$ cat src/rtl/i2c_reg_sequencer.sv
// i2c_reg_sequencer
//  Runs one complete 8-bit register read or write on a 7-bit I2C slave by
//  stepping the byte-level I2C master driver through open, address, register,
//  optional repeated start, data and stop. ACKs are checked after each written
//  byte, and every driver step is bounded by TIMEOUT_CYCLES.
//  Optional feature macro: I2C_SEQ_RETRY_EN. When it is defined, a NACKed
//  request is restarted from OPEN up to MAX_RETRY more times.
module i2c_reg_sequencer #(
   parameter int unsigned TIMEOUT_CYCLES = 32'd1_000_000,
   parameter int unsigned MAX_RETRY      = 32'd3
) (
   input  logic       clk,
   input  logic       rst,
   input  logic       req,
   input  logic       req_rw,
   input  logic [6:0] dev_addr,
   input  logic [7:0] reg_addr,
   input  logic [7:0] wr_data,
   output logic       seq_busy,
   output logic       done,
   output logic       err,
   output logic [7:0] rd_data,
   output logic       drv_ena,
   output logic       drv_start_transfer,
   output logic       drv_stop_transfer,
   output logic       drv_r_start,
   output logic       drv_rw,
   output logic [7:0] drv_data_wr,
   input  logic [7:0] drv_data_rd,
   input  logic       drv_busy,
   input  logic       drv_ready,
   input  logic       drv_ack_err
);

   typedef enum logic [3:0] {
      S_IDLE   = 4'd0,
      S_OPEN   = 4'd1,
      S_ADDR_W = 4'd2,
      S_REG    = 4'd3,
      S_DATA   = 4'd4,
      S_RSTART = 4'd5,
      S_ADDR_R = 4'd6,
      S_READ   = 4'd7,
      S_STOP   = 4'd8,
      S_DONE   = 4'd9
   } state_t;

   // A value of 0 disables the step timeout entirely.
   localparam bit          TMO_EN   = (TIMEOUT_CYCLES != 32'd0);
   localparam logic [31:0] TMO_LAST = TMO_EN ? 32'(TIMEOUT_CYCLES - 32'd1) : 32'd0;

   state_t      state_q, state_d;
   logic        acc_q, acc_d;        // driver has accepted the current step
   logic [31:0] cnt_q, cnt_d;        // cycles spent in the current step
   logic        rw_q, rw_d;
   logic [6:0]  dev_q, dev_d;
   logic [7:0]  reg_q, reg_d;
   logic [7:0]  wdat_q, wdat_d;
   logic [7:0]  rbuf_q, rbuf_d;      // read byte awaiting a clean finish
   logic        nack_q, nack_d;
   logic        tmo_q, tmo_d;
   logic        active_s;
`ifdef I2C_SEQ_RETRY_EN
   logic [31:0] retry_q, retry_d;
`endif

   logic        seq_busy_q, seq_busy_d;
   logic        done_q, done_d;
   logic        err_q, err_d;
   logic [7:0]  rd_data_q, rd_data_d;
   logic        drv_ena_q, drv_ena_d;
   logic        drv_start_q, drv_start_d;
   logic        drv_stop_q, drv_stop_d;
   logic        drv_r_start_q, drv_r_start_d;
   logic        drv_rw_q, drv_rw_d;
   logic [7:0]  drv_data_wr_q, drv_data_wr_d;

   // Next state: request latch, per-step strobe/accept/complete handshake, ACK check and timeout abort
   always_comb begin
      state_d  = state_q;
      acc_d    = acc_q;
      cnt_d    = 32'd0;
      rw_d     = rw_q;
      dev_d    = dev_q;
      reg_d    = reg_q;
      wdat_d   = wdat_q;
      rbuf_d   = rbuf_q;
      nack_d   = nack_q;
      tmo_d    = tmo_q;
      active_s = (state_q != S_IDLE) && (state_q != S_DONE);
`ifdef I2C_SEQ_RETRY_EN
      retry_d  = retry_q;
`endif
      case (state_q)
         S_IDLE: begin
            if (req) begin
               state_d = S_OPEN;
               rw_d    = req_rw;
               dev_d   = dev_addr;
               reg_d   = reg_addr;
               wdat_d  = wr_data;
               nack_d  = 1'b0;
               tmo_d   = 1'b0;
`ifdef I2C_SEQ_RETRY_EN
               retry_d = 32'd0;
`endif
            end else begin
               state_d = S_IDLE;
            end
         end
         S_OPEN, S_RSTART: begin
            if (!acc_q) begin
               acc_d = drv_busy;
            end else if (drv_ready) begin
               state_d = (state_q == S_OPEN) ? S_ADDR_W : S_ADDR_R;
            end else begin
               state_d = state_q;
            end
         end
         S_ADDR_W, S_REG, S_DATA, S_ADDR_R: begin
            if (!acc_q) begin
               acc_d = drv_busy;
            end else if (drv_ready) begin
               if (drv_ack_err) begin
                  // Slave refused the byte: skip the rest and close the bus
                  state_d = S_STOP;
                  nack_d  = 1'b1;
               end else begin
                  case (state_q)
                     S_ADDR_W: state_d = S_REG;
                     S_REG:    state_d = rw_q ? S_RSTART : S_DATA;
                     S_ADDR_R: state_d = S_READ;
                     default:  state_d = S_STOP;
                  endcase
               end
            end else begin
               state_d = state_q;
            end
         end
         S_READ: begin
            if (!acc_q) begin
               acc_d = drv_busy;
            end else if (drv_ready) begin
               rbuf_d  = drv_data_rd;
               state_d = S_STOP;
            end else begin
               state_d = S_READ;
            end
         end
         S_STOP: begin
            if (!acc_q) begin
               acc_d = drv_busy;
            end else if (drv_ready && !drv_busy) begin
`ifdef I2C_SEQ_RETRY_EN
               if (nack_q && (retry_q < MAX_RETRY)) begin
                  state_d = S_OPEN;
                  nack_d  = 1'b0;
                  retry_d = retry_q + 32'd1;
               end else begin
                  state_d = S_DONE;
               end
`else
               state_d = S_DONE;
`endif
            end else begin
               state_d = S_STOP;
            end
         end
         S_DONE: begin
            state_d = S_IDLE;
         end
         default: begin
            state_d = S_IDLE;
         end
      endcase

      // A stalled step abandons the request outright; it is never retried
      if (TMO_EN && active_s && (cnt_q == TMO_LAST)) begin
         state_d = S_DONE;
         tmo_d   = 1'b1;
      end else begin
         tmo_d   = tmo_d;
      end

      if (state_d != state_q) begin
         acc_d = 1'b0;
         cnt_d = 32'd0;
      end else if (active_s) begin
         cnt_d = cnt_q + 32'd1;
      end else begin
         cnt_d = 32'd0;
      end
   end

   // Output decode from the upcoming state so every port comes straight from a flop
   always_comb begin
      seq_busy_d    = (state_d != S_IDLE);
      done_d        = (state_d == S_DONE);
      err_d         = done_d && (nack_d || tmo_d);
      drv_ena_d     = (state_d != S_IDLE) && (state_d != S_STOP) && (state_d != S_DONE);
      drv_start_d   = !acc_d && ((state_d == S_ADDR_W) || (state_d == S_REG) || (state_d == S_DATA) ||
                                 (state_d == S_ADDR_R) || (state_d == S_READ));
      drv_stop_d    = !acc_d && (state_d == S_STOP);
      drv_r_start_d = !acc_d && (state_d == S_RSTART);
      drv_rw_d      = (state_d == S_READ);
      case (state_d)
         S_ADDR_W: drv_data_wr_d = {dev_d, 1'b0};
         S_REG:    drv_data_wr_d = reg_d;
         S_DATA:   drv_data_wr_d = wdat_d;
         S_ADDR_R: drv_data_wr_d = {dev_d, 1'b1};
         default:  drv_data_wr_d = 8'h00;
      endcase
      if (done_d && rw_d && !nack_d && !tmo_d) begin
         rd_data_d = rbuf_d;
      end else begin
         rd_data_d = rd_data_q;
      end
   end

   // State, request context and registered outputs
   always_ff @(posedge clk or posedge rst) begin
      if (rst) begin
         state_q       <= S_IDLE;
         acc_q         <= 1'b0;
         cnt_q         <= 32'd0;
         rw_q          <= 1'b0;
         dev_q         <= 7'h00;
         reg_q         <= 8'h00;
         wdat_q        <= 8'h00;
         rbuf_q        <= 8'h00;
         nack_q        <= 1'b0;
         tmo_q         <= 1'b0;
         seq_busy_q    <= 1'b0;
         done_q        <= 1'b0;
         err_q         <= 1'b0;
         rd_data_q     <= 8'h00;
         drv_ena_q     <= 1'b0;
         drv_start_q   <= 1'b0;
         drv_stop_q    <= 1'b0;
         drv_r_start_q <= 1'b0;
         drv_rw_q      <= 1'b0;
         drv_data_wr_q <= 8'h00;
      end else begin
         state_q       <= state_d;
         acc_q         <= acc_d;
         cnt_q         <= cnt_d;
         rw_q          <= rw_d;
         dev_q         <= dev_d;
         reg_q         <= reg_d;
         wdat_q        <= wdat_d;
         rbuf_q        <= rbuf_d;
         nack_q        <= nack_d;
         tmo_q         <= tmo_d;
         seq_busy_q    <= seq_busy_d;
         done_q        <= done_d;
         err_q         <= err_d;
         rd_data_q     <= rd_data_d;
         drv_ena_q     <= drv_ena_d;
         drv_start_q   <= drv_start_d;
         drv_stop_q    <= drv_stop_d;
         drv_r_start_q <= drv_r_start_d;
         drv_rw_q      <= drv_rw_d;
         drv_data_wr_q <= drv_data_wr_d;
      end
   end

`ifdef I2C_SEQ_RETRY_EN
   // Number of restarts already spent on the current request
   always_ff @(posedge clk or posedge rst) begin
      if (rst) begin
         retry_q <= 32'd0;
      end else begin
         retry_q <= retry_d;
      end
   end
`endif

   assign seq_busy           = seq_busy_q;
   assign done               = done_q;
   assign err                = err_q;
   assign rd_data            = rd_data_q;
   assign drv_ena            = drv_ena_q;
   assign drv_start_transfer = drv_start_q;
   assign drv_stop_transfer  = drv_stop_q;
   assign drv_r_start        = drv_r_start_q;
   assign drv_rw             = drv_rw_q;
   assign drv_data_wr        = drv_data_wr_q;

endmodule
$ cat config.mk
export PLATFORM = sky130hd
export DESIGN_NAME = i2c_reg_sequencer
export DESIGN_NICKNAME = d
export VERILOG_FILES = /design/src/rtl/i2c_reg_sequencer.sv
export SDC_FILE = /design/constraint.sdc
export NUM_CORES = 1
export LEC_CHECK = 0
export CORE_ASPECT_RATIO = 1.4
export CORE_MARGIN = 2
export CORE_UTILIZATION = 54
export CTS_CLUSTER_SIZE = 20
export DETAILED_ROUTE_END_ITERATION = 16
export PLACE_DENSITY = 0.79
export RECOVER_POWER = 100
export SLEW_MARGIN = 20
export SYNTH_ARGS = -nofsm -noshare
export SYNTH_HDL_FRONTEND = slang
export SYNTH_SLANG_ARGS = --single-unit
$ cat constraint.sdc
create_clock -name clk -period 4.2 [get_ports clk]
set_input_delay 1.26 -clock clk [delete_from_list [all_inputs] [get_ports clk]]
set_output_delay 1.26 -clock clk [all_outputs]
set_load 0.02 [all_outputs]
==> key figures <==
Finish
  – Final Util: 0.670
  – ANT cells: 0
  – Final #Nets: 508
  – Area added between synthesis and finish: 22.7%
  – Ratio of cells with drive above 1 in the final layout: 0.0846

Critical path
  – Arr. time, crit path: 3.79 ns
  – CP endpoint kind: flop
  – Crit path kind: in -> reg
  – Worst setup SP type: input port
  – Worst EP required: 4.43 ns
  – Crit-path max FO: 8

Power and ir drop
  – Worst VDD drop: 0.000343 V
  – Lkg Pwr: 0.00243 uW
  – Power consumption: 3220 uW
  – Pwr Density: 596 nW/um^2

Routing
  – Final wirelength: 9.46 mm
  – Post-DR vias/cell: 5.77
  – DRT iter0 DRCs: 324
  – Antenna-violating nets left: 0
  – DR DRC count: 0
  – Pre-antenna DRT Iters: 5
  – Vias: 3315
  – DR WL/cell: 16.4 um

Clocking
  – CTS tree: done
  – Hold_buf cts: 0
  – Clk slew on worst S/H paths: 0.06 ns
  – Cts repair resizes: 0
  – Clk root buf: clkbuf_16
  – Post-CTS Setup Bufs: 0
  – # H-tree levels: 3
  – Longest Clk Path Bufs: 2
  – Clk sinks: 95
  – Clock Latency Late Sink: 0.34 ns
  – CTS Buf Count: 9

Synthesis
  – Post-synthesis cell type count: 58
  – Main combinational cell family by area after synthesis: simple AND/OR/NAND/NOR gates
  – Leading post-synthesis cells by cell area: dfrtp_1 54%, mux2_2 8.2%, nor2_1 4.4%
  – Cell Area, Synth: 4400 sq um
  – Area leader, netlist: dfrtp_1
  – Post-synth EDFFs: 0
  – Synth Register Bits: 95
  – Top FF cell, synth: dfrtp_1
  – Complex-gate fraction of the synthesized area: 0.0762
  – Simple-gate portion of the synthesized area: 0.187
  – Commonest cells in the netlist: 95 x dfrtp_1, 52 x nor2_1, 32 x mux2_2, 32 x nand2_1, 18 x xor2_1
  – Sequential element share of the synthesized area: 0.540
  – Post-Synthesis Cells: 405
  – Async set-reset flop share out of synthesis: 1.00
  – Post-synth top area share: 0.540
  – Mean post-synth cell area: 10.9 sq um
  – Synth Area in XOR/XNOR: 0.0637
  – Most common cell in the synthesized netlist: dfrtp_1
  – Post-synthesis mux area share: 0.100
  – Post-Synth Adder-Cell Area: 0.00284
  – Post-Syn Nets: 444
  – Yosys Warn Count: 0

Die
  – Initial Util: 0.547
  – Die X: 80.3 um
  – Area of the die: 8900 sq um
  – I/O Pins: 62
  – Site row count: 39
  – Chip Height: 111 um
  – Core Box Area: 8050 sq um

STA
  – Max Fclk: 281 MHz
  – Worst Tran Pin Value: 2.23 ns
  – Fin. max-slew vios: 96
  – Worst clock skew: 0.00734 ns
  – Period utilization: 0.848
  – Rel. slew slack: -0.489
  – Final setup violation count: 0
  – RSZ-0062 raised after global routing: no
  – Final Hold Viols: 0
  – Fin Hold WS: 0.455 ns
  – TNS Setup: 0 ns
  – Fin crit period: 3.56 ns

Placed design
  – Dpl hpwl: 6.51 mm
  – PortBufs: 61
  – GP Congestion: 0.889

Global route
  – Gr usage total: 0.229
  – First-pass GRT wire length: 15.8 mm
  – Largest net degree at the start of global routing: 96
  – Overflow after GRT: 0
  – Vias in the first global route: 3382
  – Initial antenna violation count: 0

Status
  – Failing checks: max-capacitance violations, max-slew violations
  – Outcome: finished, violations left

Job
  – Max_cap viols: 1

Min path
  – Worst min-delay path class: reg -> reg
-- flip-flops by register name (all words and copies together) (netlist names) --
signal,cells
nack_q,1
rd_data,8
reg_q,8
state_q,4
drv_ena,1
err,1
drv_data_wr,8
rbuf_q,8
drv_rw,1
drv_r_start,1
wdat_q,8
cnt_q,32
done,1
drv_start_transfer,1
drv_stop_transfer,1
tmo_q,1
rw_q,1
seq_busy,1
acc_q,1
dev_q,7
-- layout by cell type, fill, tap and decap left out, types with 2 or more instances in the layout --
master	n
buf_4	3
inv_1	15
and3_1	5
dlygate4sd3_1	27
nor2_1	52
nand4_1	14
clkdlybuf4s50_1	34
dfrtp_1	95
xor2_1	18
and2_1	2
clkbuf_16	9
mux2_2	13
o211ai_1	2
xnor2_1	14
a21oi_1	4
nor4b_1	3
a21o_1	3
nor4_1	10
nand3b_1	3
nand2_1	32
nand3_1	8
nor3b_1	3
a22oi_1	9
nand2b_1	4
mux2i_1	8
clkbuf_1	4
mux2_1	19
clkinv_2	2
nor3_1	7
and4_1	2
o22ai_1	8
o21ai_0	6
nor2b_1	4
-- final timing paths --
path / start / endpoint / slack, ns / cells after the start
worst min-delay path: cnt_q[0] / cnt_q[0] / 0.45 / 1
max in group asynchronous: rst / cnt_q[15] / 0.84 / 3
worst min register to register: cnt_q[0] / cnt_q[0] / 0.45 / 1
worst max-delay path: drv_ready / rd_data[3] / 0.64 / 7
min in group asynchronous: rst / rbuf_q[0] / 2.01 / 3
worst max register to register: state_q[0] / cnt_q[12] / 1.18 / 7
-- through the flow --
stage               instances  cell area [sq um]  worst slack, ns
detailed placement        560               5130            0.416
global placement          560               5130            0.478
floorplan                 405               4400            0.463
CTS                       575               5420            0.740
global route              575               5400            0.324
finish                    575               5400            0.637
-- layout make-up --
type / instances / area [sq um]
repair buffers: 67 / 646
fillers: 622 / 2650
clock inverters: 3 / 43.8
multi-input cells: 279 / 1890
inverters: 17 / 65.1
well taps: 102 / 128
clock buffers: 12 / 246
flip-flops and latches: 95 / 2380
-- power by group --
| part | internal, uW | leakage (uW) | switching (uW) |
|---|---|---|---|
| clock | 475 | 0.000143 | 326 |
| combinational | 457 | 0.00104 | 681 |
| sequential | 1140 | 0.00126 | 142 |
-- routing by layer --
layer  GRT usage  vias up  wire, um
met5           0        -         0
met3      0.0505       26       448
met1       0.264     1619      3610
met2       0.402      114      5090
li1            -     1556         -
met4      0.0960        0       308
-- critical path: stages --
cell and delay, ns:
dlygate4sd3_1 0.61, and2_4 0.20, o2111ai_1 0.12, a221oi_1 0.34, o21ai_0 0.24, nor4b_4 0.61, mux2_2 0.40
-- logic make-up (layout without fill, tap and decap cells) --
family                   Yosys count  after routing
AND/OR/NAND/NOR                  159            159
flip-flops                        95             95
AO/OA/AOI/OAI                     47             47
multiplexers                      40             40
XOR/XNOR                          32             32
buffers and inverters             31             99
adder cells (fa/ha/maj)            1              1
Power figures use the tool's default switching activity.
